**config.mk**
```make
export PLATFORM = sky130hd
export DESIGN_NAME = stream_serializer_flat
export DESIGN_NICKNAME = d
export VERILOG_FILES = /design/src/rtl/stream_serializer_if.sv /design/src/rtl/stream_serializer.sv /design/src/flat_wrapper.sv
export SDC_FILE = /design/constraint.sdc
export NUM_CORES = 1
export LEC_CHECK = 0
export CAP_MARGIN = 15
export CELL_PAD_IN_SITES_DETAIL_PLACEMENT = 1
export CELL_PAD_IN_SITES_GLOBAL_PLACEMENT = 1
export CORE_ASPECT_RATIO = 1.25
export CORE_MARGIN = 4
export CORE_UTILIZATION = 45
export CTS_BUF_LIST = sky130_fd_sc_hd__clkbuf_8 sky130_fd_sc_hd__clkbuf_16
export CTS_CLUSTER_SIZE = 16
export DETAILED_ROUTE_END_ITERATION = 8
export PLACE_DENSITY_LB_ADDON = 0.1
export SLEW_MARGIN = 30
export SYNTH_ARGS = -nofsm -noshare
export SYNTH_HDL_FRONTEND = slang
export SYNTH_SLANG_ARGS = --single-unit
```
**constraint.sdc**
```tcl
create_clock -name clk -period 4.15 [get_ports clk]
set_input_delay 1.245 -clock clk [delete_from_list [all_inputs] [get_ports clk]]
set_output_delay 1.245 -clock clk [all_outputs]
set_load 0.05 [all_outputs]
```
**src/rtl/stream_serializer_if.sv**
```systemverilog
// Parallel-in / lane-serial-out stream bundle for stream_serializer.
// The master side presents words; the slave side serializes them.
interface stream_serializer_if #(
  parameter int PAR_WIDTH = 16,
  parameter int LANES     = 2
);
  logic [PAR_WIDTH-1:0] par_in;
  logic                 in_valid;
  logic                 in_ready;
  logic                 msb_first;
  logic [LANES-1:0]     serial_out;
  logic                 out_valid;
  logic                 frame_start;

  modport master (
    output par_in, in_valid, msb_first,
    input  in_ready, serial_out, out_valid, frame_start
  );

  modport slave (
    input  par_in, in_valid, msb_first,
    output in_ready, serial_out, out_valid, frame_start
  );
endinterface

```
**src/rtl/stream_serializer.sv**
```systemverilog
// Serializes PAR_WIDTH-bit words onto LANES lanes per beat, with a one-entry
// holding buffer so consecutive words stream without idle beats.
module stream_serializer #(
  parameter int   PAR_WIDTH = 16,
  parameter int   LANES     = 2,
  parameter logic IDLE_VAL  = 1'b0
) (
  input logic             clk,
  input logic             reset,
  stream_serializer_if.slave bus
);
  localparam int          BEATS = PAR_WIDTH / LANES;
  localparam int          CW    = (BEATS > 1) ? $clog2(BEATS) : 1;
  localparam int unsigned PW    = PAR_WIDTH;
  localparam logic [CW-1:0] LAST_BEAT = CW'(BEATS - 1);

  generate
    if (LANES < 1 || LANES > PAR_WIDTH || (PAR_WIDTH % LANES) != 0) begin : g_bad_params
      $fatal(1, "stream_serializer: PAR_WIDTH must be a multiple of LANES");
    end
  endgenerate

  typedef enum logic {IDLE, SHIFT} state_t;

  state_t               state, state_n;
  logic [CW-1:0]        cnt, cnt_n;
  logic [PAR_WIDTH-1:0] shreg, shreg_n;
  logic [PAR_WIDTH-1:0] hold, hold_n;
  logic                 hold_valid, hold_valid_n;
  logic [PAR_WIDTH-1:0] w_in, load_word;
  logic                 free, accept, load_hold, load_new, load;
  logic [LANES-1:0]     serial_n;
  logic                 out_valid_n, frame_n;

  function automatic logic [PAR_WIDTH-1:0] bit_rev(input logic [PAR_WIDTH-1:0] v);
    logic [PAR_WIDTH-1:0] r;
    r = '0;
    for (int unsigned i = 0; i < PW; i++) r[PW-1-i] = v[i];
    return r;
  endfunction

  assign bus.in_ready = ~hold_valid & ~reset;

  always_ff @(posedge clk) begin
    if (reset) begin
      state           <= IDLE;
      cnt             <= '0;
      shreg           <= '0;
      hold            <= '0;
      hold_valid      <= 1'b0;
      bus.serial_out  <= {LANES{IDLE_VAL}};
      bus.out_valid   <= 1'b0;
      bus.frame_start <= 1'b0;
    end else begin
      state           <= state_n;
      cnt             <= cnt_n;
      shreg           <= shreg_n;
      hold            <= hold_n;
      hold_valid      <= hold_valid_n;
      bus.serial_out  <= serial_n;
      bus.out_valid   <= out_valid_n;
      bus.frame_start <= frame_n;
    end
  end

  // Words are stored already in lane order, so the shifter always drains LSB-first.
  always_comb begin
    w_in         = bus.msb_first ? bit_rev(bus.par_in) : bus.par_in;
    free         = (state == IDLE) || (cnt == LAST_BEAT);
    accept       = bus.in_valid & ~hold_valid;
    load_hold    = free & hold_valid;
    load_new     = free & ~hold_valid & accept;
    load         = load_hold | load_new;
    load_word    = load_hold ? hold : w_in;
    state_n      = state;
    cnt_n        = cnt;
    shreg_n      = shreg;
    hold_n       = hold;
    hold_valid_n = hold_valid;
    if (accept && !load_new) begin
      hold_n       = w_in;
      hold_valid_n = 1'b1;
    end else if (load_hold) begin
      hold_valid_n = 1'b0;
    end
    if (load) begin
      state_n = SHIFT;
      cnt_n   = '0;
      shreg_n = load_word;
    end else if (free) begin
      state_n = IDLE;
      cnt_n   = '0;
    end else begin
      cnt_n   = cnt + CW'(1);
      shreg_n = shreg >> LANES;
    end
  end

  always_comb begin
    out_valid_n = (state_n == SHIFT);
    frame_n     = load;
    serial_n    = out_valid_n ? shreg_n[LANES-1:0] : {LANES{IDLE_VAL}};
  end
endmodule

```
**src/flat_wrapper.sv**
```systemverilog
// flat-port wrapper written by rule: the top's interface ports become plain ports
module stream_serializer_flat 
#(
  parameter int   PAR_WIDTH = 16,
  parameter int   LANES     = 2,
  parameter logic IDLE_VAL  = 1'b0
)
  (clk, reset, bus_par_in, bus_in_valid, bus_msb_first, bus_in_ready, bus_serial_out, bus_out_valid, bus_frame_start);
  stream_serializer_if #(.PAR_WIDTH(PAR_WIDTH), .LANES(LANES)) bus_i ();
  input logic clk;
  input logic reset;
  input wire logic [$bits(bus_i.par_in)-1:0] bus_par_in;
  input wire logic [$bits(bus_i.in_valid)-1:0] bus_in_valid;
  input wire logic [$bits(bus_i.msb_first)-1:0] bus_msb_first;
  output wire logic [$bits(bus_i.in_ready)-1:0] bus_in_ready;
  output wire logic [$bits(bus_i.serial_out)-1:0] bus_serial_out;
  output wire logic [$bits(bus_i.out_valid)-1:0] bus_out_valid;
  output wire logic [$bits(bus_i.frame_start)-1:0] bus_frame_start;
  assign bus_i.par_in = bus_par_in;
  assign bus_i.in_valid = bus_in_valid;
  assign bus_i.msb_first = bus_msb_first;
  assign bus_in_ready = bus_i.in_ready;
  assign bus_serial_out = bus_i.serial_out;
  assign bus_out_valid = bus_i.out_valid;
  assign bus_frame_start = bus_i.frame_start;
  stream_serializer #(.PAR_WIDTH(PAR_WIDTH), .LANES(LANES), .IDLE_VAL(IDLE_VAL)) u_core (.clk(clk), .reset(reset), .bus(bus_i));
endmodule
```
==> results of run 1 <==
-- final cells by class --
cell class / count / area (um2) / share of cell area
clock buffer: 5 / 68.8 / 0.0318
timing repair buffer: 28 / 280 / 0.129
inverter: 1 / 3.75 / 0.00173
clock inverter: 3 / 45.0 / 0.0208
tap: 54 / 67.6 / 0.0312
multi-input combinational: 128 / 938 / 0.434
sequential: 38 / 761 / 0.351
-- state kept, by name, indices dropped and copies added, names as in the netlist --
signal                  count
u_core.bus.frame_start      1
u_core.bus.out_valid        1
u_core.bus.serial_out       2
u_core.cnt                  3
u_core.hold                16
u_core.hold_valid           1
u_core.shreg               14
-- metal layers --
metal | vias up | share of wire | global-route usage
met4 | 0 | 0.019 | 0.0871
met3 | 7 | 0.025 | 0.0338
li1 | 722 | - | -
met5 | - | 0 | 0
met1 | 730 | 0.39 | 0.205
met2 | 20 | 0.56 | 0.329
-- worst max-delay path: stages --
cell	delay, ps
clkdlybuf4s50_1	420
nor2_1	220
buf_12	170
-- synthesized netlist by cell type, drive strengths merged --
master | instances | area share
a211oi | 17 | 0.11
a21boi | 1 | 0.0041
a21oi | 14 | 0.038
a22oi | 12 | 0.049
and2 | 2 | 0.0068
and3 | 1 | 0.0034
buf | 15 | 0.062
clkbuf | 6 | 0.013
dfxtp | 38 | 0.41
ha | 2 | 0.014
inv | 1 | 0.0020
mux2 | 1 | 0.0061
mux2i | 16 | 0.087
nand2 | 3 | 0.0061
nand2b | 1 | 0.0034
nor2 | 24 | 0.058
nor2b | 1 | 0.0075
nor3 | 6 | 0.022
o211ai | 12 | 0.049
o21ai | 13 | 0.035
o221ai | 1 | 0.0048
o311ai | 1 | 0.0048
-- cells by family (layout without fill, tap and decap cells) --
group / after synthesis / after routing / synth area share
AO/OA/AOI/OAI: 71 / 71 / 0.295
flip-flops: 38 / 38 / 0.413
AND/OR/NAND/NOR: 38 / 38 / 0.108
buffers and inverters: 22 / 37 / 0.0768
multiplexers: 17 / 17 / 0.0931
adder cells (fa/ha/maj): 2 / 2 / 0.0136
-- worst min-delay path by stage --
stage             startpoint            end  slack [ps]  cells after the start
2_1_floorplan  u_core.cnt[0]  u_core.cnt[0]         410                      1
3_3_place_gp   u_core.cnt[0]  u_core.cnt[0]         420                      1
3_5_place_dp   u_core.cnt[0]  u_core.cnt[0]         450                      1
4_1_cts        u_core.cnt[0]  u_core.cnt[0]         460                      1
5_1_grt        u_core.cnt[0]  u_core.cnt[0]         480                      1
6_report       u_core.cnt[0]  u_core.cnt[0]         450                      1
-- where the power goes --
part	switching [mW]	leakage, nW	internal (mW)
Sequential	0.0145	0.312	0.389
Combinational	0.0868	0.398	0.0635
Clock	0.140	0.0504	0.179
==> flow_summary.json, run 1 <==
{
  "status": "complete, no violations",
  "syn_inst": 188,
  "pre_cts_ws_ps": 816,
  "finClkSkew_ps": 7.20,
  "cts.sink_count": 38,
  "maxCapViolations": 0,
  "post_cts_buffers": 0,
  "finalNetCount": 224,
  "ir_worst_vdd_uv": 205,
  "ys_warn_count": 0,
  "crit_path_start_kind": "input pin",
  "cp_data_required_time_ps": 2900,
  "final_cell_mix": "dfxtp_1, clkdlybuf4s50_1, nor2_1",
  "placed_cell_area_um2": 2050,
  "min_period_ps": 3310,
  "routed_wl_um": 4280,
  "die-width_um": 65.2,
  "antenna_found_initial": 0,
  "grt_pass1_wl_um": 7200,
  "ctsHoldBuffers": 0,
  "io-pin-count": 25,
  "n_fill_cell": 468,
  "syn_area_um2": 1840,
  "cp_data_arrival_time_ps": 2060,
  "r2r_start": "u_core.cnt[0]",
  "h-tree-depth": 2,
  "grt_pass1_vias": 1515,
  "synth_area_per_cell_um2": 9.79,
  "finalCritPeriodShare": 0.797,
  "hold_violations": 0,
  "crit_type": "in -> out",
  "fin_util": 0.558,
  "tightestPinTransition_ps": 795,
  "worstSetupEndpoint": "bus_in_ready",
  "ys_seq_area_frac": 0.413,
  "ys_ff_latch": 38,
  "dieArea_um2": 5180,
  "crit_path_start": "reset",
  "relSlewSlack": 0.469,
  "cts_buffers": 5,
  "start_util": 0.475,
  "place_congestion": 0.810,
  "critPathCaptureType": "output pin",
  "power_density_nw_per_um2": 403,
  "cts.clk_slew.worst_paths_ps": 80,
  "grtUsageTotal": 0.183,
  "syn_to_final_growth_pct": 17.6,
  "power.total_uw": 872,
  "reg2reg_slack_ps": 1840,
  "slew_violations": 0,
  "crit_fanout": 2,
  "cts_tree": "done",
  "r2r-end": "u_core.hold[1]",
  "antenna_cells": 0,
  "whs_ps": 448,
  "layout-drive-gt1-share": 0.187,
  "cts_root_buffer": "clkbuf_8",
  "grt_max_degree": 36,
  "dp_hpwl_um": 2940,
  "final-setup-viol-count": 0,
  "final_common_cell": "dfxtp_1",
  "die_y_um": 79.5,
  "port_buffers": 24,
  "rsz0062_at_grt": "no",
  "fin_ws_ps": 842,
  "fmax_mhz": 302,
  "hp-class": "reg -> reg",
  "via_per_inst": 5.75,
  "cts.path.max_buffers": 2,
  "drc_errors": 0,
  "routedWlPerCell_um": 16.6,
  "synth_cell_type_count": 30,
  "firstDrtPassIters": 4,
  "vias": 1479,
  "drt_iter0_drc": 76,
  "r2r_cells": 7,
  "grt_overflow": 0,
  "dp_cells": 249,
  "antenna_left": 0,
  "setup_tns_ps": 0,
  "placementRows": 25,
  "stdcell_count": 257,
  "cts_resized": 0,
  "p_leak_nw": 0.760,
  "final_cell_area_um2": 2160,
  "clk_latency_ps": 300,
  "coreArea_um2": 3880,
  "syn_nets": 210
}
Power figures use the tool's default switching activity.
==> inputs of run 2 (changes only) <==
--- a/config.mk
+++ b/config.mk
@@ -10,7 +10,7 @@
 export CELL_PAD_IN_SITES_GLOBAL_PLACEMENT = 1
 export CORE_ASPECT_RATIO = 1.25
 export CORE_MARGIN = 4
-export CORE_UTILIZATION = 45
+export CORE_UTILIZATION = 37
 export CTS_BUF_LIST = sky130_fd_sc_hd__clkbuf_8 sky130_fd_sc_hd__clkbuf_16
 export CTS_CLUSTER_SIZE = 16
 export DETAILED_ROUTE_END_ITERATION = 8
==> constraint.sdc (replaced) <==
create_clock -name clk -period 2.81 [get_ports clk]
set_input_delay 0.843 -clock clk [delete_from_list [all_inputs] [get_ports clk]]
set_output_delay 0.843 -clock clk [all_outputs]
set_load 0.05 [all_outputs]
==> run 2 against run 1 <==
Effect of this change: via count grew 0.68%; clock power is 19% higher; highest routed layer unchanged; clock skew is 0.84 ps lower; design area grew 0.35%; sequential share of layout area fell by 0.12 points; sequential power grew 48%; global-route usage shrank 1.8 points; hold slack got worse by 7.2 ps; core utilization is 10 points lower; largest cell class unchanged; sequential cell count unchanged.
==> flow_summary.json, run 2 (synthesis results as in run 1) <==
{
  "status": "complete, no violations",
  "crit_fanout": 2,
  "min_period_ps": 2460,
  "finClkSkew_ps": 6.36,
  "slew_violations": 0,
  "placed_cell_area_um2": 2080,
  "start_util": 0.386,
  "coreArea_um2": 4760,
  "reg2reg_slack_ps": 640,
  "drt_iter0_drc": 92,
  "cts.clk_slew.worst_paths_ps": 70,
  "tightestPinTransition_ps": 585,
  "maxCapViolations": 0,
  "fin_util": 0.456,
  "port_buffers": 24,
  "die-width_um": 71.1,
  "multi_input_area_um2": 938,
  "reg.largest.list": "u_core.hold x16, u_core.shreg x14, u_core.cnt x3",
  "crit_path_start": "reset",
  "cts_root_buffer": "clkbuf_8",
  "finalCritPeriodShare": 0.877,
  "final_cell_area_um2": 2170,
  "firstDrtPassIters": 3,
  "cts_buffers": 5,
  "grt_max_degree": 36,
  "relSlewSlack": 0.609,
  "via_per_inst": 5.60,
  "n_fill_cell": 564,
  "final_common_cell": "dfxtp_1",
  "grt_pass1_wl_um": 8070,
  "critical-path-slowest-cell": "clkdlybuf4s50_1",
  "crit_chain": "clkdlybuf4s50_1 > nor2_1 > buf_12",
  "grtUsageTotal": 0.165,
  "r2r-end": "u_core.hold[1]",
  "antenna_left": 0,
  "layout-drive-gt1-share": 0.194,
  "cp_slowest_stage_delay_ps": 420,
  "dieArea_um2": 6170,
  "cp.depth": 3,
  "hold_violations": 0,
  "cts_tree": "done",
  "final_cell_mix": "dfxtp_1, clkdlybuf4s50_1, nor2_1",
  "ctsHoldBuffers": 0,
  "routedWlPerCell_um": 17.5,
  "ir_worst_vdd_uv": 249,
  "crit_path_start_kind": "input pin",
  "routed_wl_um": 4640,
  "whs_ps": 441,
  "cp_data_arrival_time_ps": 1620,
  "place_congestion": 0.743,
  "worstSetupEndpoint": "bus_in_ready",
  "cts_resized": 0,
  "grt_pass1_vias": 1679,
  "io-pin-count": 25,
  "placementRows": 28,
  "cts.path.max_buffers": 2,
  "top_register": "u_core.hold",
  "r2r_cells": 7,
  "critPathCaptureType": "output pin",
  "ff_latch_area_um2": 761,
  "drc_errors": 0,
  "crit_type": "in -> out",
  "p_leak_nw": 0.776,
  "rsz0062_at_grt": "no",
  "post_cts_buffers": 0,
  "antenna_found_initial": 0,
  "setup_tns_ps": 0,
  "grt_overflow": 0,
  "path_buf_inv": 2,
  "finalNetCount": 227,
  "hp-class": "reg -> reg",
  "largest_reg_flops": 16,
  "cts.sink_count": 38,
  "clk_latency_ps": 290,
  "fmax_mhz": 406,
  "final-setup-viol-count": 0,
  "syn_to_final_growth_pct": 18.0,
  "antenna_cells": 0,
  "vias": 1489,
  "h-tree-depth": 2,
  "dp_hpwl_um": 3200,
  "die_y_um": 86.9,
  "cp_top_family": "buffers and inverters",
  "r2r_start": "u_core.cnt[0]",
  "power_density_nw_per_um2": 555,
  "cp_data_required_time_ps": 1970
}
run 2: worst min-delay path by stage:
stage | start | end | slack (ps) | cells after the start
after floorplan | u_core.cnt[0] | u_core.cnt[0] | 410 | 1
after global placement | u_core.cnt[0] | u_core.cnt[0] | 420 | 1
after detailed placement | u_core.cnt[0] | u_core.cnt[0] | 440 | 1
after CTS | u_core.cnt[0] | u_core.cnt[0] | 450 | 1
after global routing | u_core.cnt[0] | u_core.cnt[0] | 480 | 1
final | u_core.cnt[0] | u_core.cnt[0] | 440 | 1
run 2: stage by stage:
stage,cells,total power [mW],setup WS [ps]
floorplan,188,0.767,104
global placement,258,0.830,346
detailed placement,258,0.840,331
CTS,266,1.22,332
global route,266,1.27,280
finish,266,1.21,346
run 2: where the power goes:
part           leakage (nW)  total (mW)  internal, mW  switching, mW
sequential            0.312       0.597         0.575         0.0223
combinational         0.412       0.229        0.0975          0.132
clock                0.0524       0.380         0.194          0.185
total                 0.776        1.21         0.867          0.339
run 2: routing by layer:
metal | routed length, um | GRT usage | vias to the layer above
met3 | 124 | 0.0439 | 8
li1 | - | - | 724
met4 | 101 | 0.0598 | 0
met5 | 0 | 0 | -
met1 | 2010 | 0.184 | 734
met2 | 2400 | 0.300 | 23
run 2: final cells by class:
type | count | share of cell area
Clock buffer | 6 | 0.0380
Clock inverter | 2 | 0.00403
Inverter | 1 | 0.00173
Multi-Input combinational cell | 128 | 0.432
Sequential cell | 38 | 0.350
Tap cell | 60 | 0.0346
Timing Repair Buffer | 31 | 0.139
